## src/rtl/adc_rx_pkg.sv

```systemverilog
// Shared widths, the peak record layout and the FSM state type for the
// peak window detector.
package adc_rx_pkg;

  localparam int DATA_WIDTH  = 16;
  localparam int INDEX_WIDTH = 5;
  localparam int POS_WIDTH   = 16;

  typedef struct packed {
    logic [DATA_WIDTH-1:0]  value;
    logic [INDEX_WIDTH-1:0] index;
    logic [POS_WIDTH-1:0]   pos;
  } peak_rec_t;

  typedef enum logic [0:0] {
    ST_IDLE    = 1'b0,
    ST_COLLECT = 1'b1
  } pwd_state_t;

endpackage

```

## src/rtl/peak_window_detector_if.sv

```systemverilog
// Strobe input from the max tree and the peak record output stream.
// Handshakes: a strobe is taken on any edge with IDAV=1 (no back-pressure);
// a record transfers on an edge where PEAK_DAV=1 and PEAK_RDY=1, and the
// head fields hold steady while PEAK_DAV=1 and PEAK_RDY=0.
interface peak_window_detector_if;

  logic [adc_rx_pkg::DATA_WIDTH-1:0]  IVALUE;
  logic [adc_rx_pkg::INDEX_WIDTH-1:0] IINDEX;
  logic                               IDAV;
  logic [adc_rx_pkg::DATA_WIDTH-1:0]  PEAK_VALUE;
  logic [adc_rx_pkg::INDEX_WIDTH-1:0] PEAK_INDEX;
  logic [adc_rx_pkg::POS_WIDTH-1:0]   PEAK_POS;
  logic                               PEAK_DAV;
  logic                               PEAK_RDY;

  modport master (
    input  IVALUE, IINDEX, IDAV, PEAK_RDY,
    output PEAK_VALUE, PEAK_INDEX, PEAK_POS, PEAK_DAV
  );

  modport slave (
    output IVALUE, IINDEX, IDAV, PEAK_RDY,
    input  PEAK_VALUE, PEAK_INDEX, PEAK_POS, PEAK_DAV
  );

endinterface

```

## src/rtl/peak_rec_fifo.sv

```systemverilog
// First-word-fall-through record FIFO built as a shift register so the head
// entry is always a flop; a push when full without a pop is discarded.
module peak_rec_fifo
  import adc_rx_pkg::*;
#(
  parameter  int DEPTH = 4,
  localparam int LW    = $clog2(DEPTH) + 1
) (
  input  logic          clk,
  input  logic          rst_n,
  input  logic          push,
  input  peak_rec_t     din,
  input  logic          pop,
  output peak_rec_t     head,
  output logic          head_valid,
  output logic          full,
  output logic [LW-1:0] level
);

  peak_rec_t      mem [DEPTH];
  logic [LW-1:0]  count_q;
  logic           do_pop;
  logic           do_push;
  logic [LW-1:0]  wr_idx;

  always_comb begin
    do_pop  = pop && (count_q != '0);
    do_push = push && ((count_q != LW'(DEPTH)) || do_pop);
    // Entries shift down on a pop, so the write slot moves down with them.
    wr_idx  = count_q - (do_pop ? LW'(1) : LW'(0));
  end

  always_ff @(posedge clk or negedge rst_n) begin
    if (!rst_n) begin
      count_q <= '0;
      for (int i = 0; i < DEPTH; i++) mem[i] <= '0;
    end else begin
      count_q <= count_q + (do_push ? LW'(1) : LW'(0)) - (do_pop ? LW'(1) : LW'(0));
      for (int i = 0; i < DEPTH; i++) begin
        if (do_push && (LW'(i) == wr_idx)) mem[i] <= din;
        else if (do_pop && (i < DEPTH - 1)) mem[i] <= mem[(i + 1) % DEPTH];
      end
    end
  end

  assign head       = mem[0];
  assign head_valid = (count_q != '0);
  assign full       = (count_q == LW'(DEPTH));
  assign level      = count_q;

endmodule

```

## src/rtl/peak_window_detector.sv

```systemverilog
// Finds the largest above-threshold maximum in each window of N strobes and
// queues its value/index/position; windows run back-to-back while ENABLE=1.
module peak_window_detector
  import adc_rx_pkg::*;
#(
  parameter int FIFO_DEPTH = 4
) (
  input  logic                         clk,
  input  logic                         rst_n,
  input  logic                         ENABLE,
  input  logic [DATA_WIDTH-1:0]        THRESHOLD,
  input  logic [POS_WIDTH-1:0]         WINDOW_LEN,
  input  logic                         CLR_OVF,
  peak_window_detector_if.master       pk,
  output logic [$clog2(FIFO_DEPTH):0]  FIFO_LEVEL,
  output logic                         OVERFLOW,
  output pwd_state_t                   dbg_state
);

  pwd_state_t             state_q;
  logic [DATA_WIDTH-1:0]  thr_q;
  logic [POS_WIDTH-1:0]   len_q;
  logic [POS_WIDTH-1:0]   cnt_q;
  logic                   found_q;
  peak_rec_t              peak_q;
  logic                   ovf_q;

  logic [POS_WIDTH-1:0]   len_eff;
  logic                   sample;
  logic                   qualifies;
  logic                   take;
  logic                   cur_found;
  peak_rec_t              cur_rec;
  logic                   win_end;
  logic                   push;
  logic                   pop;
  logic                   full;
  logic                   head_valid;
  peak_rec_t              head;

  always_comb begin
    len_eff   = (WINDOW_LEN == '0) ? POS_WIDTH'(1) : WINDOW_LEN;
    sample    = (state_q == ST_COLLECT) && ENABLE && pk.IDAV;
    qualifies = pk.IVALUE >= thr_q;
    // Strict compare keeps the earliest sample on a tie.
    take      = qualifies && (!found_q || (pk.IVALUE > peak_q.value));
    cur_found = found_q || qualifies;
    cur_rec   = peak_q;
    if (take) begin
      cur_rec.value = pk.IVALUE;
      cur_rec.index = pk.IINDEX;
      cur_rec.pos   = cnt_q;
    end
    win_end   = sample && (cnt_q == len_q - 1'b1);
    push      = win_end && cur_found;
    pop       = head_valid && pk.PEAK_RDY;
  end

  always_ff @(posedge clk or negedge rst_n) begin
    if (!rst_n) begin
      state_q <= ST_IDLE;
      thr_q   <= '0;
      len_q   <= '0;
      cnt_q   <= '0;
      found_q <= 1'b0;
      peak_q  <= '0;
      ovf_q   <= 1'b0;
    end else begin
      if (push && full && !pop) ovf_q <= 1'b1;
      else if (CLR_OVF)         ovf_q <= 1'b0;

      case (state_q)
        ST_IDLE: begin
          if (ENABLE) begin
            state_q <= ST_COLLECT;
            thr_q   <= THRESHOLD;
            len_q   <= len_eff;
            cnt_q   <= '0;
            found_q <= 1'b0;
          end
        end
        ST_COLLECT: begin
          if (!ENABLE) begin
            state_q <= ST_IDLE;
            cnt_q   <= '0;
            found_q <= 1'b0;
          end else if (pk.IDAV) begin
            if (win_end) begin
              thr_q   <= THRESHOLD;
              len_q   <= len_eff;
              cnt_q   <= '0;
              found_q <= 1'b0;
            end else begin
              cnt_q   <= cnt_q + 1'b1;
              peak_q  <= cur_rec;
              found_q <= cur_found;
            end
          end
        end
        default: state_q <= ST_IDLE;
      endcase
    end
  end

  peak_rec_fifo #(.DEPTH(FIFO_DEPTH)) u_fifo (
    .clk        (clk),
    .rst_n      (rst_n),
    .push       (push),
    .din        (cur_rec),
    .pop        (pop),
    .head       (head),
    .head_valid (head_valid),
    .full       (full),
    .level      (FIFO_LEVEL)
  );

  assign pk.PEAK_VALUE = head.value;
  assign pk.PEAK_INDEX = head.index;
  assign pk.PEAK_POS   = head.pos;
  assign pk.PEAK_DAV   = head_valid;
  assign OVERFLOW      = ovf_q;
  assign dbg_state     = state_q;

endmodule

```

## src/flat_wrapper.sv

```systemverilog
// flat-port wrapper written by rule: the top's interface ports become plain ports
module peak_window_detector_flat import adc_rx_pkg::*;
#(
  parameter int FIFO_DEPTH = 4
)
  (clk, rst_n, ENABLE, THRESHOLD, WINDOW_LEN, CLR_OVF, FIFO_LEVEL, OVERFLOW, dbg_state, pk_IVALUE, pk_IINDEX, pk_IDAV, pk_PEAK_RDY, pk_PEAK_VALUE, pk_PEAK_INDEX, pk_PEAK_POS, pk_PEAK_DAV);
  peak_window_detector_if pk_i ();
  input  logic clk;
  input  logic rst_n;
  input  logic ENABLE;
  input  logic [DATA_WIDTH-1:0] THRESHOLD;
  input  logic [POS_WIDTH-1:0] WINDOW_LEN;
  input  logic CLR_OVF;
  output logic [$clog2(FIFO_DEPTH):0] FIFO_LEVEL;
  output logic OVERFLOW;
  output pwd_state_t dbg_state;
  input wire logic [$bits(pk_i.IVALUE)-1:0] pk_IVALUE;
  input wire logic [$bits(pk_i.IINDEX)-1:0] pk_IINDEX;
  input wire logic [$bits(pk_i.IDAV)-1:0] pk_IDAV;
  input wire logic [$bits(pk_i.PEAK_RDY)-1:0] pk_PEAK_RDY;
  output wire logic [$bits(pk_i.PEAK_VALUE)-1:0] pk_PEAK_VALUE;
  output wire logic [$bits(pk_i.PEAK_INDEX)-1:0] pk_PEAK_INDEX;
  output wire logic [$bits(pk_i.PEAK_POS)-1:0] pk_PEAK_POS;
  output wire logic [$bits(pk_i.PEAK_DAV)-1:0] pk_PEAK_DAV;
  assign pk_i.IVALUE = pk_IVALUE;
  assign pk_i.IINDEX = pk_IINDEX;
  assign pk_i.IDAV = pk_IDAV;
  assign pk_i.PEAK_RDY = pk_PEAK_RDY;
  assign pk_PEAK_VALUE = pk_i.PEAK_VALUE;
  assign pk_PEAK_INDEX = pk_i.PEAK_INDEX;
  assign pk_PEAK_POS = pk_i.PEAK_POS;
  assign pk_PEAK_DAV = pk_i.PEAK_DAV;
  peak_window_detector #(.FIFO_DEPTH(FIFO_DEPTH)) u_core (.clk(clk), .rst_n(rst_n), .ENABLE(ENABLE), .THRESHOLD(THRESHOLD), .WINDOW_LEN(WINDOW_LEN), .CLR_OVF(CLR_OVF), .pk(pk_i), .FIFO_LEVEL(FIFO_LEVEL), .OVERFLOW(OVERFLOW), .dbg_state(dbg_state));
endmodule
```

## config.mk

```make
export PLATFORM = sky130hd
export DESIGN_NAME = peak_window_detector_flat
export DESIGN_NICKNAME = d
export VERILOG_FILES = /design/src/rtl/adc_rx_pkg.sv /design/src/rtl/peak_window_detector_if.sv /design/src/rtl/peak_rec_fifo.sv /design/src/rtl/peak_window_detector.sv /design/src/flat_wrapper.sv
export SDC_FILE = /design/constraint.sdc
export NUM_CORES = 1
export LEC_CHECK = 0
export CELL_PAD_IN_SITES_DETAIL_PLACEMENT = 0
export CELL_PAD_IN_SITES_GLOBAL_PLACEMENT = 1
export CORE_MARGIN = 1
export CORE_UTILIZATION = 43
export CTS_CLUSTER_DIAMETER = 150
export DETAILED_ROUTE_END_ITERATION = 10
export PLACE_DENSITY_LB_ADDON = 0.3
export REMOVE_ABC_BUFFERS = 1
export SLEW_MARGIN = 20
export SYNTH_ARGS = -nofsm -noshare
export SYNTH_HDL_FRONTEND = slang
export SYNTH_SLANG_ARGS = --single-unit
```

## constraint.sdc

```tcl
create_clock -name clk -period 3.55 [get_ports clk]
set_clock_uncertainty 0.2 [all_clocks]
set_input_delay 0.5325 -clock clk [delete_from_list [all_inputs] [get_ports clk]]
set_output_delay 0.5325 -clock clk [all_outputs]
set_load 0.05 [all_outputs]
```

## Word level (Yosys, flattened, before mapping)

Cells that the tools add are included.

| cells by class | value |
|---|---|
| add/sub/neg operators | 5 |
| order comparisons | 2 |
| equality and inequality tests | 11 |
| muxes and demuxes | 33 |
| bitwise gates (word level) | 2 |
| reduce and logical (&&, ||, !) cells | 29 |

Operators by type and width:

| cell | number |
|---|---|
| $mux W37 | 7 |
| $mux W16 | 13 |
| $pmux W16 S2 | 3 |
| $add A16 B1 Y16 const B | 1 |
| $eq A16 B16 Y1 | 1 |
| $ge A16 B16 Y1 | 1 |
| $gt A16 B16 Y1 | 1 |
| $logic_not A16 Y1 | 1 |
| $sub A16 B1 Y16 const B | 1 |
| $logic_and A1 B1 Y1 | 14 |
| $mux W1 | 9 |
| $ne A2 B2 Y1 const B | 4 |
| $reduce_and A4 Y1 | 2 |
| $reduce_bool A2 Y1 | 4 |
| $eq A2 B3 Y1 const A | 2 |
| $ne A3 B3 Y1 const B | 2 |
| $add A3 B1 Y3 | 1 |
| $eq A1 B3 Y1 const A | 1 |
| $eq A3 B3 Y1 const B | 1 |
| $logic_not A3 Y1 | 1 |
| $logic_or A1 B1 Y1 | 3 |
| $reduce_bool A3 Y1 | 1 |
| $sub A3 B1 Y3 | 1 |
| $sub A3 B3 Y3 | 1 |
| other kinds (4) | 6 |

| storage, ports and cells | value |
|---|---|
| bits in registers | 239 |
| output and inout bits | 43 |

## Logic depth before layout (Yosys ltp)

| depth | value |
|---|---|
| depth in word-level cells | 8 |
| mapped depth | 15 |

## Modules after synthesis

From an unflattened synthesis, not the netlist that was laid out.

| unflattened totals | value |
|---|---|
| cell total of the unflattened synthesis | 1030 |
| area, all modules | 13721.9 um^2 |

Modules (own cells, without submodules):

| module | instances | cells an instance | area each (um^2) | sequential area each (um^2) |
|---|---|---|---|---|
| peak_rec_fifo | 1 | 500 | 7950.1 | 3778.6 |
| peak_window_detector | 1 | 530 | 5771.8 | 2202.1 |

## Worst setup path after synthesis

No wires, ideal clock.

| path | value |
|---|---|
| kind | reg-to-reg |
| start | reg u_core.u_fifo.count_q[1], in the netlist u_core.u_fifo.level[1] |
| end | reg u_core.u_fifo.mem[43] in the netlist's numbering |
| arrival time | 3829 ps |
| setup slack | -559 ps |
| stages on the path, launching flop included | 15 |
| period minus slack after synthesis | 4109 ps |
| path through | dfrtp_1 -> or3_1 -> nand2_1 -> buf_1 -> clkbuf_1 -> inv_1 -> ha_1 -> ha_1 -> xnor2_1 -> nand2_1 -> inv_1 -> nand4b_1 -> nor2_8 -> buf_4 -> mux2i_1 |

| between the ends | value |
|---|---|
| word-level cells in the longest chain between the ends | 8 |
| elaborated cells between the ends (all ways) | 12 |
| those cells by class | add/sub (1); eq/ne (2); mux (2); reduce/logical (7) |

Ends and longest elaborated chain:

| element | line | RTL |
|---|---|---|
| start: declaration | peak_rec_fifo.sv:21 | `logic [LW-1:0] count_q;` |
| start signal: assignment | peak_rec_fifo.sv:38 | `count_q <= count_q + (do_push ? LW'(1) : LW'(0)) - (do_pop ? LW'(1) : LW'(0));` |
| $reduce_bool A3 Y1 * | peak_rec_fifo.sv:47 | `assign head_valid = (count_q != '0);` |
| via pk_PEAK_DAV | flat_wrapper.sv:24 | `output wire logic [$bits(pk_i.PEAK_DAV)-1:0] pk_PEAK_DAV;` |
| $logic_and A1 B1 Y1 | peak_window_detector.sv:56 | `pop = head_valid && pk.PEAK_RDY;` |
| $logic_and A1 B1 Y1 * | peak_rec_fifo.sv:27 | `do_pop = pop && (count_q != '0);` |
| $mux W1 | peak_rec_fifo.sv:30 | `wr_idx = count_q - (do_pop ? LW'(1) : LW'(0));` |
| $sub A3 B3 Y3 | peak_rec_fifo.sv:30 |  |
| $eq A2 B3 Y1 | peak_rec_fifo.sv:40 | `if (do_push && (LW'(i) == wr_idx)) mem[i] <= din;` |
| $logic_and A1 B1 Y1 | peak_rec_fifo.sv:40 |  |
| $mux W37 / $reduce_bool A2 Y1 (equally long branches) | -- |  |
| end signal: indexed assignment | peak_rec_fifo.sv:40 |  |
| end signal: indexed assignment | peak_rec_fifo.sv:41 | `else if (do_pop && (i < DEPTH - 1)) mem[i] <= mem[(i + 1) % DEPTH];` |
| end: declaration | peak_rec_fifo.sv:20 | `peak_rec_t mem [DEPTH];` |

Mark *: on every way through the listed nets, which the timed path passes. The rest lies on a longest branch.
A chain may end at the register's enable or synchronous reset.

## Final worst setup path

| path | value |
|---|---|
| start | reg u_core.len_q[0] |
| end | reg u_core.u_fifo.count_q[2], in the netlist u_core.u_fifo.level[2] |

| between the ends | value |
|---|---|
| word-level cells in the longest chain between the ends | 8 |

Ends and longest elaborated chain:

| element | line | RTL |
|---|---|---|
| start: declaration | peak_window_detector.sv:22 | `logic [POS_WIDTH-1:0] len_q;` |
| start signal: assignment | peak_window_detector.sv:77 | `len_q <= len_eff;` |
| start signal: assignment | peak_window_detector.sv:90 | `len_q <= len_eff;` |
| $sub A16 B1 Y16 | peak_window_detector.sv:54 | `win_end = sample && (cnt_q == len_q - 1'b1);` |
| $eq A16 B16 Y1 | peak_window_detector.sv:54 |  |
| $logic_and A1 B1 Y1 | peak_window_detector.sv:54 |  |
| $logic_and A1 B1 Y1 | peak_window_detector.sv:55 | `push = win_end && cur_found;` |
| $logic_and A1 B1 Y1 | peak_rec_fifo.sv:28 | `do_push = push && ((count_q != LW'(DEPTH)) \|\| do_pop);` |
| $mux W1 | peak_rec_fifo.sv:38 |  |
| $add A3 B1 Y3 | peak_rec_fifo.sv:38 |  |
| $sub A3 B1 Y3 | peak_rec_fifo.sv:38 |  |

Every way passes these cells.

==> results.yml <==
run_status:
  run_status: "finished, violations left"
  violations: "setup timing"
drt:
  antenna_left: 0
  wl_microns: 31400
  vias: 8882
  drt_iter0_markers: 461
  drc: 0
  wl_per_cell_microns: 18.4
  avgViaCountPerCell: 5.20
  drtPass1Iterations: 4
sta:
  max_freq_ghz: 0.271
  worst_pin_slew_ns: 0.962
  setup_violations: 11
  finalHoldViolCount: 0
  period_minus_slack_ns: 3.69
  finalSetupTns_ns: -0.294
  drv_slew: 0
  min_period_over_period_pct: 104
  max_slew_margin_pct: 35.9
  whs_ns: 0.306
  setup_ws_ns: -0.140
  rsz0062_at_grt: "yes"
cts:
  root_buffer: "clkbuf_16"
  htree_num_levels: 1
  cts_tree: "built"
  clock_latency_ns: 0.56
  cts_buffer_depth: 3
  clk_pin_slew_ns: 0.06
  cts.sinks: 239
  cts_made_buffers: 27
power:
  leakage_nw: 7.60
  p_per_area_nw_per_um2: 634
  swShare_pct: 35.4
  p_comb_share_pct: 36.6
  p_clk_share_pct: 26.5
  switching_power_mw: 3.79
  intPower_mw: 6.91
  ir_drop_v: 0.000511
  seqPwrFrac_pct: 36.9
layout:
  final_nets: 1404
  multi_input_area_sq_um: 6230
  regArea_sq_um: 5980
  syn2layout_area_growth_pct: 31.5
  n_antenna_cell: 0
  drive_gt1_share_pct: 24.8
  fillCellCount: 2380
  final_area_sq_um: 16900
worst_setup_path:
  r2r_start: "u_core.len_q[0]"
  cp_max_fo: 3
  crit_path_end_kind: "flop"
  critPathKind: "reg2reg"
  rr_worst_depth: 15
  worstPathArrival_ns: 3.91
  critPathLaunchType: "flop"
  r2r_end: "u_core.u_fifo.level[2]"
  cp.required_ns: 3.77
  timing.reg2reg.setup_slack_ns: -0.14
global_route:
  grt-ovfl-total: 0
  grt_use_met3_pct: 2.98
  grtUsageMet2_pct: 31.8
  grt_usage_pct: 19.9
  grt_pass1_wl_microns: 48700
  grt_busiest_layer: "met2"
  grt_max_degree: 149
  grt_util_met1_pct: 28.3
  grt_pass1_vias: 9088
  antenna_found_initial: 0
logic_synthesis:
  synth_cells: 1100
  seq_area_frac_synth_pct: 46.6
  synth_ff_type: "dfrtp_1"
  synth-edff-count: 0
  syn_area_sq_um: 12800
  synth_cell_types: 69
  synth_seq_cells: 239
  syn_avg_cell_area_sq_um: 11.7
  async_flop_share_pct: 100
  synth_warnings: 0
placed_design:
  io_buffers: 101
  dp_slack_ns: -0.573
  post_dp_cell_area_sq_um: 14900
  gp_congestion: 0.850
  hpwl_microns: 19100
worst_hold_path:
  hold_class: "reg2reg"
  holdPathEnd: "u_core.peak_q[9]"
  hold_depth: 1
  hp-start: "u_core.peak_q[9]"
floorplanning:
  die_area_sq_um: 30500
  fp.dieH_microns: 175
  io_pins: 102
  die_w_microns: 175
  rows: 62
  start_util_pct: 44.2
  core-area_sq_um: 29000
job:
  drv_cap: 0
flip-flops by register name, summed over array words and instances, names as in the netlist:
register             cells
u_core.len_q            16
u_core.peak_q           37
u_core.cnt_q            16
u_core.u_fifo.head      37
u_core.found_q           1
u_core.OVERFLOW          1
u_core.dbg_state         1
u_core.u_fifo.mem      111
u_core.thr_q            16
u_core.u_fifo.level      3
worst max-delay path by stage:
stage	startpoint	end	slack, ns	depth (start not counted)
3_5_place_dp	pk_IVALUE[0]	u_core.u_fifo.level[2]	-0.57	16
3_3_place_gp	pk_IVALUE[0]	u_core.u_fifo.level[2]	-0.55	16
2_1_floorplan	u_core.u_fifo.level[1]	u_core.u_fifo.mem[0]	-8.12	7
6_report	u_core.len_q[0]	u_core.u_fifo.level[2]	-0.14	15
5_1_grt	u_core.len_q[0]	u_core.u_fifo.level[2]	-0.36	15
4_1_cts	u_core.len_q[0]	u_core.u_fifo.level[2]	-0.23	15
metal layers:
metal | wire, microns | up-vias
met4 | 495 | 0
met3 | 1180 | 34
met1 | 15300 | 4422
met5 | 0 | -
met2 | 14400 | 134
li1 | - | 4292
metrics by stage:
stage / utilization [%] / total power [mW] / std cells
floorplan: - / 6.53 / 1005
global placement: 51.4 / 7.66 / 1620
detailed placement: 51.4 / 7.76 / 1620
CTS: 56.2 / 10.7 / 1687
global route: 58.1 / 11.3 / 1709
finish: 58.1 / 10.7 / 1709
logic make-up after synthesis:
kind of cell    after synthesis  synth area share, %
flops                       239                 46.6
fa+ha+maj                    39                 3.86
buf+inv                     176                 7.00
xor+xnor                     16                 1.09
mux                         333                 27.5
compound gates              120                 6.19
simple gates                177                 7.69
placed cells by master, fill, tap and decap left out, types with 6 or more instances in the layout:
cell / n
a21o_1: 6
buf_4: 115
mux2_4: 58
buf_16: 7
ha_1: 37
nand4_1: 8
clkbuf_16: 35
clkdlybuf4s50_1: 100
inv_1: 79
or3_1: 6
nor2_1: 51
xnor2_1: 9
buf_12: 26
o21ai_0: 9
a21oi_1: 53
nor3_1: 8
mux2_2: 6
nand2_1: 25
mux2i_1: 259
nand3_1: 23
dfrtp_1: 239
buf_6: 12
o311ai_1: 8
xor2_1: 6
clkinv_2: 8
clkbuf_8: 7
or2_2: 8
Yosys cell counts, types with 3 or more instances:
cell type  instances  share of area (%)
nand2_1           27               0.79
nor2_8             3               0.47
buf_4             50                2.9
buf_2              4               0.16
mux2_4            30                3.5
dfrtp_1          239                 47
ha_1              38                3.7
o221ai_1           3               0.20
nor3_1             8               0.31
a211oi_1           4               0.23
buf_1              3              0.088
nand3_1           24               0.94
a22o_1             3               0.20
a21o_1             6               0.35
o21ai_0           11               0.43
or2_2              8               0.39
xor2_1             6               0.41
nand2b_1           5               0.24
xnor2_1           10               0.68
nor4_1             5               0.24
nand4b_1           3               0.20
o211ai_1           5               0.29
mux2_2            10               0.88
mux2_1            29                2.5
nor2b_1            5               0.24
nand3b_1           3               0.18
nand4_1            8               0.39
buf_6              6               0.53
mux2i_1          264                 21
or3_1              7               0.34
o311ai_1           8               0.55
clkbuf_1          32               0.94
or4b_2             3               0.23
nor2_1            52                1.5
inv_1             81                2.4
and3_1             4               0.20
a21oi_1           54                2.1
what timing repair did:
action                                  4_1_cts  5_1_grt
setup buffers                                11       17
endpoints found under the hold margin        78        0
gates resized for setup                      33       54
pin swaps                                    13       11
hold buffers                                  1        0
gates cloned                                  8        8
endpoints found under the setup margin      184      220
power by group through the flow:
stage          combinational [mW]  clock, mW  sequential, mW
5_1_grt                      4.24       3.00            4.05
2_1_floorplan                1.87          0            4.66
3_5_place_dp                 3.78          0            3.99
6_report                     3.92       2.83            3.95
4_1_cts                      3.84       2.90            3.94
3_3_place_gp                 3.71          0            3.96
area by class of cell:
cell class / count / share of cell area (%)
well taps: 384 / 2.85
flip-flops and latches: 239 / 35.5
repair buffers: 272 / 17.6
clock buffers: 37 / 4.64
multi-input cells: 685 / 36.9
clock inverters: 11 / 0.712
inverters: 81 / 1.80
critical path: stages (launching register included):
cell and delay (ns):
dfrtp_1 0.39, buf_4 0.15, or4_4 0.53, buf_6 0.14, o31ai_4 0.16, o2111a_1 0.20, o211ai_1 0.15, a2111oi_4 0.37
nand4_1 0.14, ha_1 0.28, inv_1 0.06, ha_1 0.13, inv_1 0.05, fa_2 0.35, xnor2_2 0.14, xnor2_1 0.12
(Power assumes the default switching activity.)
